**config.mk**
```make
export PLATFORM = sky130hd
export DESIGN_NAME = escalonador_rr
export DESIGN_NICKNAME = d
export VERILOG_FILES = /design/src/rtl/escalonador_rr.sv
export SDC_FILE = /design/constraint.sdc
export NUM_CORES = 1
export LEC_CHECK = 0
export CAP_MARGIN = 20
export CORE_MARGIN = 2
export CORE_UTILIZATION = 37
export CTS_CLUSTER_SIZE = 16
export DETAILED_ROUTE_END_ITERATION = 10
export PLACE_DENSITY = 0.64
export RECOVER_POWER = 100
export SLEW_MARGIN = 20
export SYNTH_ARGS = -nofsm -noshare
export SYNTH_HDL_FRONTEND = slang
export SYNTH_SLANG_ARGS = --single-unit
```
**constraint.sdc**
```tcl
create_clock -name clk -period 3.1 [get_ports clk]
set_input_delay 0.31 -clock clk [delete_from_list [all_inputs] [get_ports clk]]
set_output_delay 0.31 -clock clk [all_outputs]
set_load 0.02 [all_outputs]
```
**src/rtl/escalonador_rr.sv**
```systemverilog
// Round-robin process scheduler with a per-slot context table.
//
// Slot 0 is the operating system (SO). User slots are 1..NUM_PROC. Each slot
// has a valid flag and a saved resume PC. When the SO reports that a context
// switch is done, the scheduler picks the next valid slot after the last one
// dispatched, wrapping around, and asks the PC register to load that slot's
// PC. Preemption (a rising edge on swap_SO) saves the running slot's PC.
// Termination (proc_fim) frees the slot. Both hand the CPU back to the SO.
//
// Ports
//   clk, reset_n      clock; asynchronous active-low reset
//   swap_SO           preemption request (level; its rising edge is detected)
//   ultimo_pc         resume PC of the process being preempted
//   proc_fim          running user process terminated (1-cycle pulse)
//   so_pronto         SO switch routine done, dispatch allowed
//   proc_criar*       create request: valid strobe, slot id, start PC
//   idProc            id of the process owning the CPU (0 = SO)
//   pc_retomada       PC to load into the PC register
//   carrega_pc        1-cycle pulse, PC register loads pc_retomada
//   erro_criar        1-cycle pulse, create request rejected
module escalonador_rr #(
  parameter int unsigned NUM_PROC = 4,
  parameter logic [31:0] RESET_PC = 32'd0
) (
  input  logic        clk,
  input  logic        reset_n,
  input  logic        swap_SO,
  input  logic [31:0] ultimo_pc,
  input  logic        proc_fim,
  input  logic        so_pronto,
  input  logic        proc_criar,
  input  logic [4:0]  proc_criar_id,
  input  logic [31:0] proc_criar_pc,
  output logic [4:0]  idProc,
  output logic [31:0] pc_retomada,
  output logic        carrega_pc,
  output logic        erro_criar
);

  typedef enum logic [2:0] {
    StSo,
    StSalva,
    StEscolhe,
    StDespacha,
    StExec
  } state_e;

  state_e      state_q;
  logic [NUM_PROC:1] valido_q;
  logic [31:0] pc_salvo_q [1:NUM_PROC];
  logic [4:0]  ultimo_id_q;
  // Holds the latched choice from ESCOLHE while dispatching and running.
  logic [4:0]  id_proc_q;
  logic [31:0] pc_retomada_q;
  logic        carrega_pc_q;
  logic        erro_criar_q;
  logic        swap_prev_q;

  logic        swap_rise;
  logic        any_valid;
  logic        create_ok;
  logic        found_hi;
  logic [4:0]  pick_hi;
  logic [4:0]  pick_lo;
  logic [4:0]  pick_id;
  logic [31:0] pick_pc;

  assign swap_rise = swap_SO & ~swap_prev_q;
  assign any_valid = |valido_q;

  // A slot that is still valid is rejected; this also covers a create aimed
  // at the slot being freed by proc_fim in the same cycle.
  always_comb begin
    create_ok = 1'b0;
    for (int j = 1; j <= int'(NUM_PROC); j++) begin
      if (proc_criar_id == 5'(j) && !valido_q[j]) begin
        create_ok = proc_criar;
      end
    end
  end

  // Round-robin: lowest valid id above ultimo_id, else lowest valid id at or
  // below it (which may be ultimo_id itself when it is the only one).
  always_comb begin
    found_hi = 1'b0;
    pick_hi  = '0;
    pick_lo  = '0;
    for (int j = int'(NUM_PROC); j >= 1; j--) begin
      if (valido_q[j]) begin
        if (5'(j) > ultimo_id_q) begin
          pick_hi  = 5'(j);
          found_hi = 1'b1;
        end else begin
          pick_lo = 5'(j);
        end
      end
    end
    pick_id = found_hi ? pick_hi : pick_lo;
    pick_pc = '0;
    for (int j = 1; j <= int'(NUM_PROC); j++) begin
      if (pick_id == 5'(j)) begin
        pick_pc = pc_salvo_q[j];
      end
    end
  end

  always_ff @(posedge clk or negedge reset_n) begin
    if (!reset_n) begin
      state_q       <= StSo;
      valido_q      <= '0;
      for (int j = 1; j <= int'(NUM_PROC); j++) begin
        pc_salvo_q[j] <= '0;
      end
      ultimo_id_q   <= 5'(NUM_PROC);
      id_proc_q     <= '0;
      pc_retomada_q <= RESET_PC;
      carrega_pc_q  <= 1'b0;
      erro_criar_q  <= 1'b0;
      swap_prev_q   <= 1'b0;
    end else begin
      carrega_pc_q <= 1'b0;
      erro_criar_q <= proc_criar & ~create_ok;
      swap_prev_q  <= swap_SO;

      for (int j = 1; j <= int'(NUM_PROC); j++) begin
        if (create_ok && proc_criar_id == 5'(j)) begin
          valido_q[j]   <= 1'b1;
          pc_salvo_q[j] <= proc_criar_pc;
        end
      end

      unique case (state_q)
        StSo: begin
          if (so_pronto && any_valid) begin
            state_q <= StEscolhe;
          end
        end
        StEscolhe: begin
          if (any_valid) begin
            id_proc_q     <= pick_id;
            ultimo_id_q   <= pick_id;
            pc_retomada_q <= pick_pc;
            carrega_pc_q  <= 1'b1;
            state_q       <= StDespacha;
          end else begin
            state_q <= StSo;
          end
        end
        StDespacha: begin
          state_q <= StExec;
        end
        StExec: begin
          // Termination wins over a simultaneous preemption edge.
          if (proc_fim) begin
            for (int j = 1; j <= int'(NUM_PROC); j++) begin
              if (id_proc_q == 5'(j)) begin
                valido_q[j] <= 1'b0;
              end
            end
            id_proc_q     <= '0;
            pc_retomada_q <= RESET_PC;
            carrega_pc_q  <= 1'b1;
            state_q       <= StSo;
          end else if (swap_rise) begin
            state_q <= StSalva;
          end
        end
        StSalva: begin
          for (int j = 1; j <= int'(NUM_PROC); j++) begin
            if (id_proc_q == 5'(j)) begin
              pc_salvo_q[j] <= ultimo_pc;
            end
          end
          id_proc_q     <= '0;
          pc_retomada_q <= RESET_PC;
          carrega_pc_q  <= 1'b1;
          state_q       <= StSo;
        end
        default: begin
          state_q <= StSo;
        end
      endcase
    end
  end

  assign idProc      = id_proc_q;
  assign pc_retomada = pc_retomada_q;
  assign carrega_pc  = carrega_pc_q;
  assign erro_criar  = erro_criar_q;

endmodule

```
# Yosys cells after proc, flatten, opt, wreduce, memory -nomap -nowiden
# Index checks and enable logic that the tools add are counted.
op_classes:
  n_lt_le_gt_ge: 4
  muxes: 66
  n_reduce_logical: 19
  bitwise_logic: 4
  eq_ne: 20
op_table:
  columns: ["operator", "count"]
  rows:
  - ["2-to-1 mux 32 bit", 14]
  - ["2-to-1 mux 128 bit", 1]
  - ["case mux 32 bit (3 select lines)", 1]
  - ["2-to-1 mux 5 bit", 15]
  - ["equality test 5 x 2 -> 1 bit, second input constant", 6]
  - ["2-to-1 mux 1 bit", 22]
  - ["2-to-1 mux 3 bit", 7]
  - ["equality test 5 x 1 -> 1 bit, second input constant", 3]
  - ["equality test 5 x 3 -> 1 bit, second input constant", 3]
  - ["case mux 5 bit (3 select lines)", 1]
  - ["case mux 3 bit (4 select lines)", 1]
  - ["greater-than comparator 2 x 5 -> 1 bit, first input constant", 2]
  - ["logical AND 1 bit", 9]
  - ["2-to-1 mux 4 bit", 2]
  - ["equality test 3 x 2 -> 1 bit, second input constant", 2]
  - ["!= test 2 bit, second input constant", 3]
  - ["greater-than comparator 1 x 5 -> 1 bit, first input constant", 1]
  - ["greater-than comparator 3 x 5 -> 1 bit, first input constant", 1]
  - ["zero test 1 bit", 4]
  - ["AND reduction 2 bit", 2]
  - ["OR reduction 4 bit", 1]
  - ["equality test 3 x 1 -> 1 bit, second input constant", 1]
  - ["equality test 3 bit, second input constant", 1]
  - ["zero test 3 bit", 1]
  - ["7 further kinds", 9]
word_totals:
  inputBits: 75
  out_inout_bits: 39
  word_cells: 125
  ff_bits: 180

# Depth between registers and ports, before layout
depth:
  depth_word: 17
  mapped_depth: 9
  ltp_nobuf: 6

# Worst setup path after synthesis
# No wires, ideal clock.
synth_path:
  path_kind: "reg2reg"
  startpoint: "register ultimo_id_q[2]"
  endpoint: "register pc_retomada_q[0], in the netlist pc_retomada[0]"
  required_time_ns: 2.974
  arrival_ns: 2.087
  path_buffers: 2
  path_slack_ns: 0.887
  synth_period_minus_slack_ns: 2.213
  path_stages_with_launch: 9
  setup_time_ns: 0.126
  path_cell_list: "dfstp_2 and2b_1 mux2i_1 a22oi_1 and2_1 buf_2 clkbuf_1 o21ai_1 a2bb2oi_1"
synth_between:
  elab_chain_cells: 17
  elab_cells_between_ends: 39
  cone_classes: "4 x order compare; 4 x eq/ne; 31 x mux"
synth_lines:
  columns: ["element", "line", "text"]
  rows:
  - ["start, declared", "51", "logic [4:0] ultimo_id_q;"]
  - ["start signal, assigned", "114", "ultimo_id_q <= 5'(NUM_PROC);"]
  - ["start signal, assigned", "141", "ultimo_id_q <= pick_id;"]
  - ["greater-than comparator 3 x 5 -> 1 bit", "90", "if (5'(j) > ultimo_id_q) begin"]
  - ["2-to-1 mux 1 bit / 2-to-1 mux 3 bit (equally long branches)", "90", null]
  - ["2-to-1 mux 1 bit / 2-to-1 mux 3 bit (equally long branches)", "89", "if (valido_q[j]) begin"]
  - ["2-to-1 mux 1 bit / 2-to-1 mux 5 bit (equally long branches)", "90", null]
  - ["2-to-1 mux 1 bit / 2-to-1 mux 5 bit (equally long branches)", "89", null]
  - ["2-to-1 mux 1 bit / 2-to-1 mux 5 bit (equally long branches)", "90", null]
  - ["2-to-1 mux 1 bit / 2-to-1 mux 5 bit (equally long branches)", "89", null]
  - ["2-to-1 mux 1 bit / 2-to-1 mux 5 bit (equally long branches)", "90", null]
  - ["2-to-1 mux 1 bit / 2-to-1 mux 5 bit (equally long branches)", "89", null]
  - ["2-to-1 mux 5 bit *", "98", "pick_id = found_hi ? pick_hi : pick_lo;"]
  - ["equality test 5 x 1 -> 1 bit", "101", "if (pick_id == 5'(j)) begin"]
  - ["2-to-1 mux 32 bit (3 in series)", "101", null]
  - ["2-to-1 mux 32 bit *", "101", null]
  - ["2-to-1 mux 32 bit *", "139", "if (any_valid) begin"]
  - ["case mux 32 bit (3 select lines) *", "132", "unique case (state_q)"]
  - ["end signal, assigned", "142", "pc_retomada_q <= pick_pc;"]
  - ["end, declared", "54", "logic [31:0] pc_retomada_q;"]
# Every way passes the cells marked *; elsewhere a longest branch is shown, timed or not. The select of a mux whose other input is x is not followed.
# A chain may end at the register's enable or synchronous reset.

# Worst setup path in the final report
layout_path:
  startpoint: "register ultimo_id_q[2]"
  endpoint: "register pc_retomada_q[12], in the netlist pc_retomada[12]"
# Same word-level chain as after synthesis.

==> impl_metrics.yaml <==
clock_tree:
  cts-root-buf: "clkbuf_16"
  clk_pin_slew_worst_paths_ns: 0.07
  cts.htree.levels: 4
  clock_path_buffers: 2
  insertion_delay_ns: 0.43
  cts_tree: "yes"
  clock-sinks: 176
  cts_resized: 0
  cts_buffers: 17
  post_cts_buffers: 0
  cts-hold-fix-buffers: 0
worst_setup_path:
  critPathMaxFanout: 47
  crit_type: "reg -> reg"
  cp-start-kind: "register"
  end_kind: "register"
  cp.arrival_ns: 2.99
  reg2reg_depth: 6
  required_ns: 3.40
placement:
  numPortBuffers: 111
  hpwl_um: 15800
  place_congestion: 0.761
yosys:
  synth_seq_area_share_pct: 48.2
  syn_area_per_cell_sq_um: 9.36
  yosys.area.top_type_share_pct: 48.0
  yosysMostFrequentCell: "dfrtp_1"
  ys_ff_latch: 176
  syn_inst: 976
  netlist_top_cells_area: "dfrtp_1 (48%), mux2i_1 (14%), nand2_1 (5.6%)"
  yosysTopAreaCell: "dfrtp_1"
  synth_common_cells: "dfrtp_1 (175), nand2_1 (137), mux2i_1 (130)"
  ys_types: 47
  ys.flop_type: "dfrtp_1"
  netlist_area_sq_um: 9130
  yosys_warnings: 0
  async_flop_share_pct: 100
  synth_edf_count: 0
timing:
  worstMarginPinSlew_ns: 2.29
  rsz0062_at_grt: "no"
  fin_skew_ns: 0.0125
  finalCriticalPeriod_ns: 2.70
  fin_setup_tns_ns: 0
  fmax_mhz: 371
  finalCritPeriodShare_pct: 86.9
  finalHoldViolCount: 0
  maxSlewHeadroom_pct: -52.6
  holdWs_ns: 0.464
  finalSetupViolations: 0
  report.final.slew_viol_count: 102
drt:
  viasPerCell: 5.47
  first_pass_iters: 5
  ant_nets: 0
  routed_wl_um: 25700
  num_vias: 7596
  drt_iter0_markers: 479
  drc: 0
  avgRoutedWirePerCell_um: 18.5
floorplanning:
  dieHeight_um: 161
  initial_core_util_pct: 37.7
  pin_count: 114
  coreArea_sq_um: 24200
  dieArea_sq_um: 26000
  fp.dieW_um: 161
  fp-row-count: 57
global_route:
  grt_usage_pct: 20.0
  grt_max_degree: 87
  grt_first_pass_wirelength_um: 41400
  grt_pass1_vias: 7375
  gr-total-overflow: 0
  antenna_found_initial: 0
worst_hold_path:
  whs_path_depth: 3
  hold_path_class: "in -> reg"
cells_and_area:
  seq_area_sq_um: 4410
  num-fill-cells: 2352
  fin_util_pct: 46.0
  drive_above_1_share_pct: 6.48
  nets: 1127
  n_antenna_cell: 0
  multi_input_area_sq_um: 4260
  area_delta_synth_final_pct: 22.2
outcome:
  violations: "capacitance limit, slew limit"
  status: "complete, but fails checks"
pwr:
  power_leakage_uw: 0.00490
  ir_worst_vdd_uv: 743
  powerDensity_nw_per_um2: 985
flow_run:
  maxCapViolCount: 2
==> final timing paths <==
path	startpoint	end	slack (ns)
worst max-delay path	ultimo_id_q[2]$_DFFE_PN1P_	pc_retomada[12]$_DFFE_PN0P_	0.40
worst min-delay path	so_pronto	state_q[1]$_DFFE_PN0P_	0.46
worst max register to register	ultimo_id_q[2]$_DFFE_PN1P_	pc_retomada[12]$_DFFE_PN0P_	0.40
worst min register to register	pc_retomada[25]$_DFFE_PN0P_	pc_retomada[25]$_DFFE_PN0P_	0.54
max in group asynchronous	reset_n	pc_salvo_q[113]$_DFF_PN0_	1.19
min in group asynchronous	reset_n	swap_prev_q$_DFF_PN0_	0.57
==> report_power, final <==
group	internal (uW)	total (uW)	switching [uW]	leakage, uW
registers	3310	3930	615	0.00217
logic	2030	4910	2880	0.00245
clock network	1210	2150	936	0.000281
==> critical path, stage by stage (launching register included) <==
cell	delay, ns
dfstp_1	0.57
and2b_1	0.27
and3_1	0.27
nor2_4	0.13
clkbuf_2	0.78
o311ai_0	0.33
a2bb2oi_1	0.21
==> layer usage <==
layer / share of wire [%] / global-route usage [%] / vias up
li1: - / - / 3637
met1: 47 / 28.5 / 3735
met2: 47 / 32.4 / 205
met3: 4.9 / 3.21 / 19
met4: 0.94 / 4.50 / 0
met5: 0 / 0 / -
==> area by class of cell <==
| class | count | share of cell area (%) |
|---|---|---|
| clock inverters | 12 | 1.20 |
| clock buffers | 20 | 4.00 |
| well taps | 324 | 3.63 |
| multi-input cells | 683 | 38.2 |
| inverters | 39 | 1.31 |
| repair buffers | 135 | 12.2 |
| flip-flops and latches | 176 | 39.5 |
==> stage by stage <==
step	worst slack, ns	instances	area, sq um	total power [uW]
after detailed placement	0.310	1357	10600	8970
after CTS	0.584	1389	11200	11200
after global routing	0.216	1389	11200	11800
after floorplan	0.887	977	9140	7340
final	0.405	1389	11200	11000
after global placement	0.399	1357	10600	8860
==> state kept, by name, summed over array words and instances, names as in the netlist <==
signal and flops:
carrega_pc 1, erro_criar 1, idProc 3, pc_retomada 32, pc_salvo_q 128, state_q 3, swap_prev_q 1, ultimo_id_q 3
valido_q 4
==> layout by cell type, fill, tap and decap left out, drive strengths merged, types with 2 or more instances in the layout <==
master and n:
inv 41, dfrtp 175, o21ai 129, nor3 3
bufinv 2, nand2b 4, a2111oi 2, clkdlybuf4s50 71
conb 2, buf 19, clkbuf 26, o311ai 32
nor4b 2, dlygate4sd3 39, nor2 76, a22oi 2
nand4b 2, nand3 2, a2bb2oi 32, mux2i 130
nand2 137, clkinv 6, clkinvlp 2, a21oi 71
nand4 34, o311a 2, and2 2, nor4 3
==> logic make-up (layout without fill, tap and decap cells) <==
logic type	after synthesis	after routing	synth area share (%)
compound gates	279	279	18.9
buf+inv	118	206	5.45
flops	176	176	48.2
mux	131	131	14.4
other cells	1	2	0.0411
simple gates	271	271	13.0
Note: power is estimated with default switching activity, not from simulation.
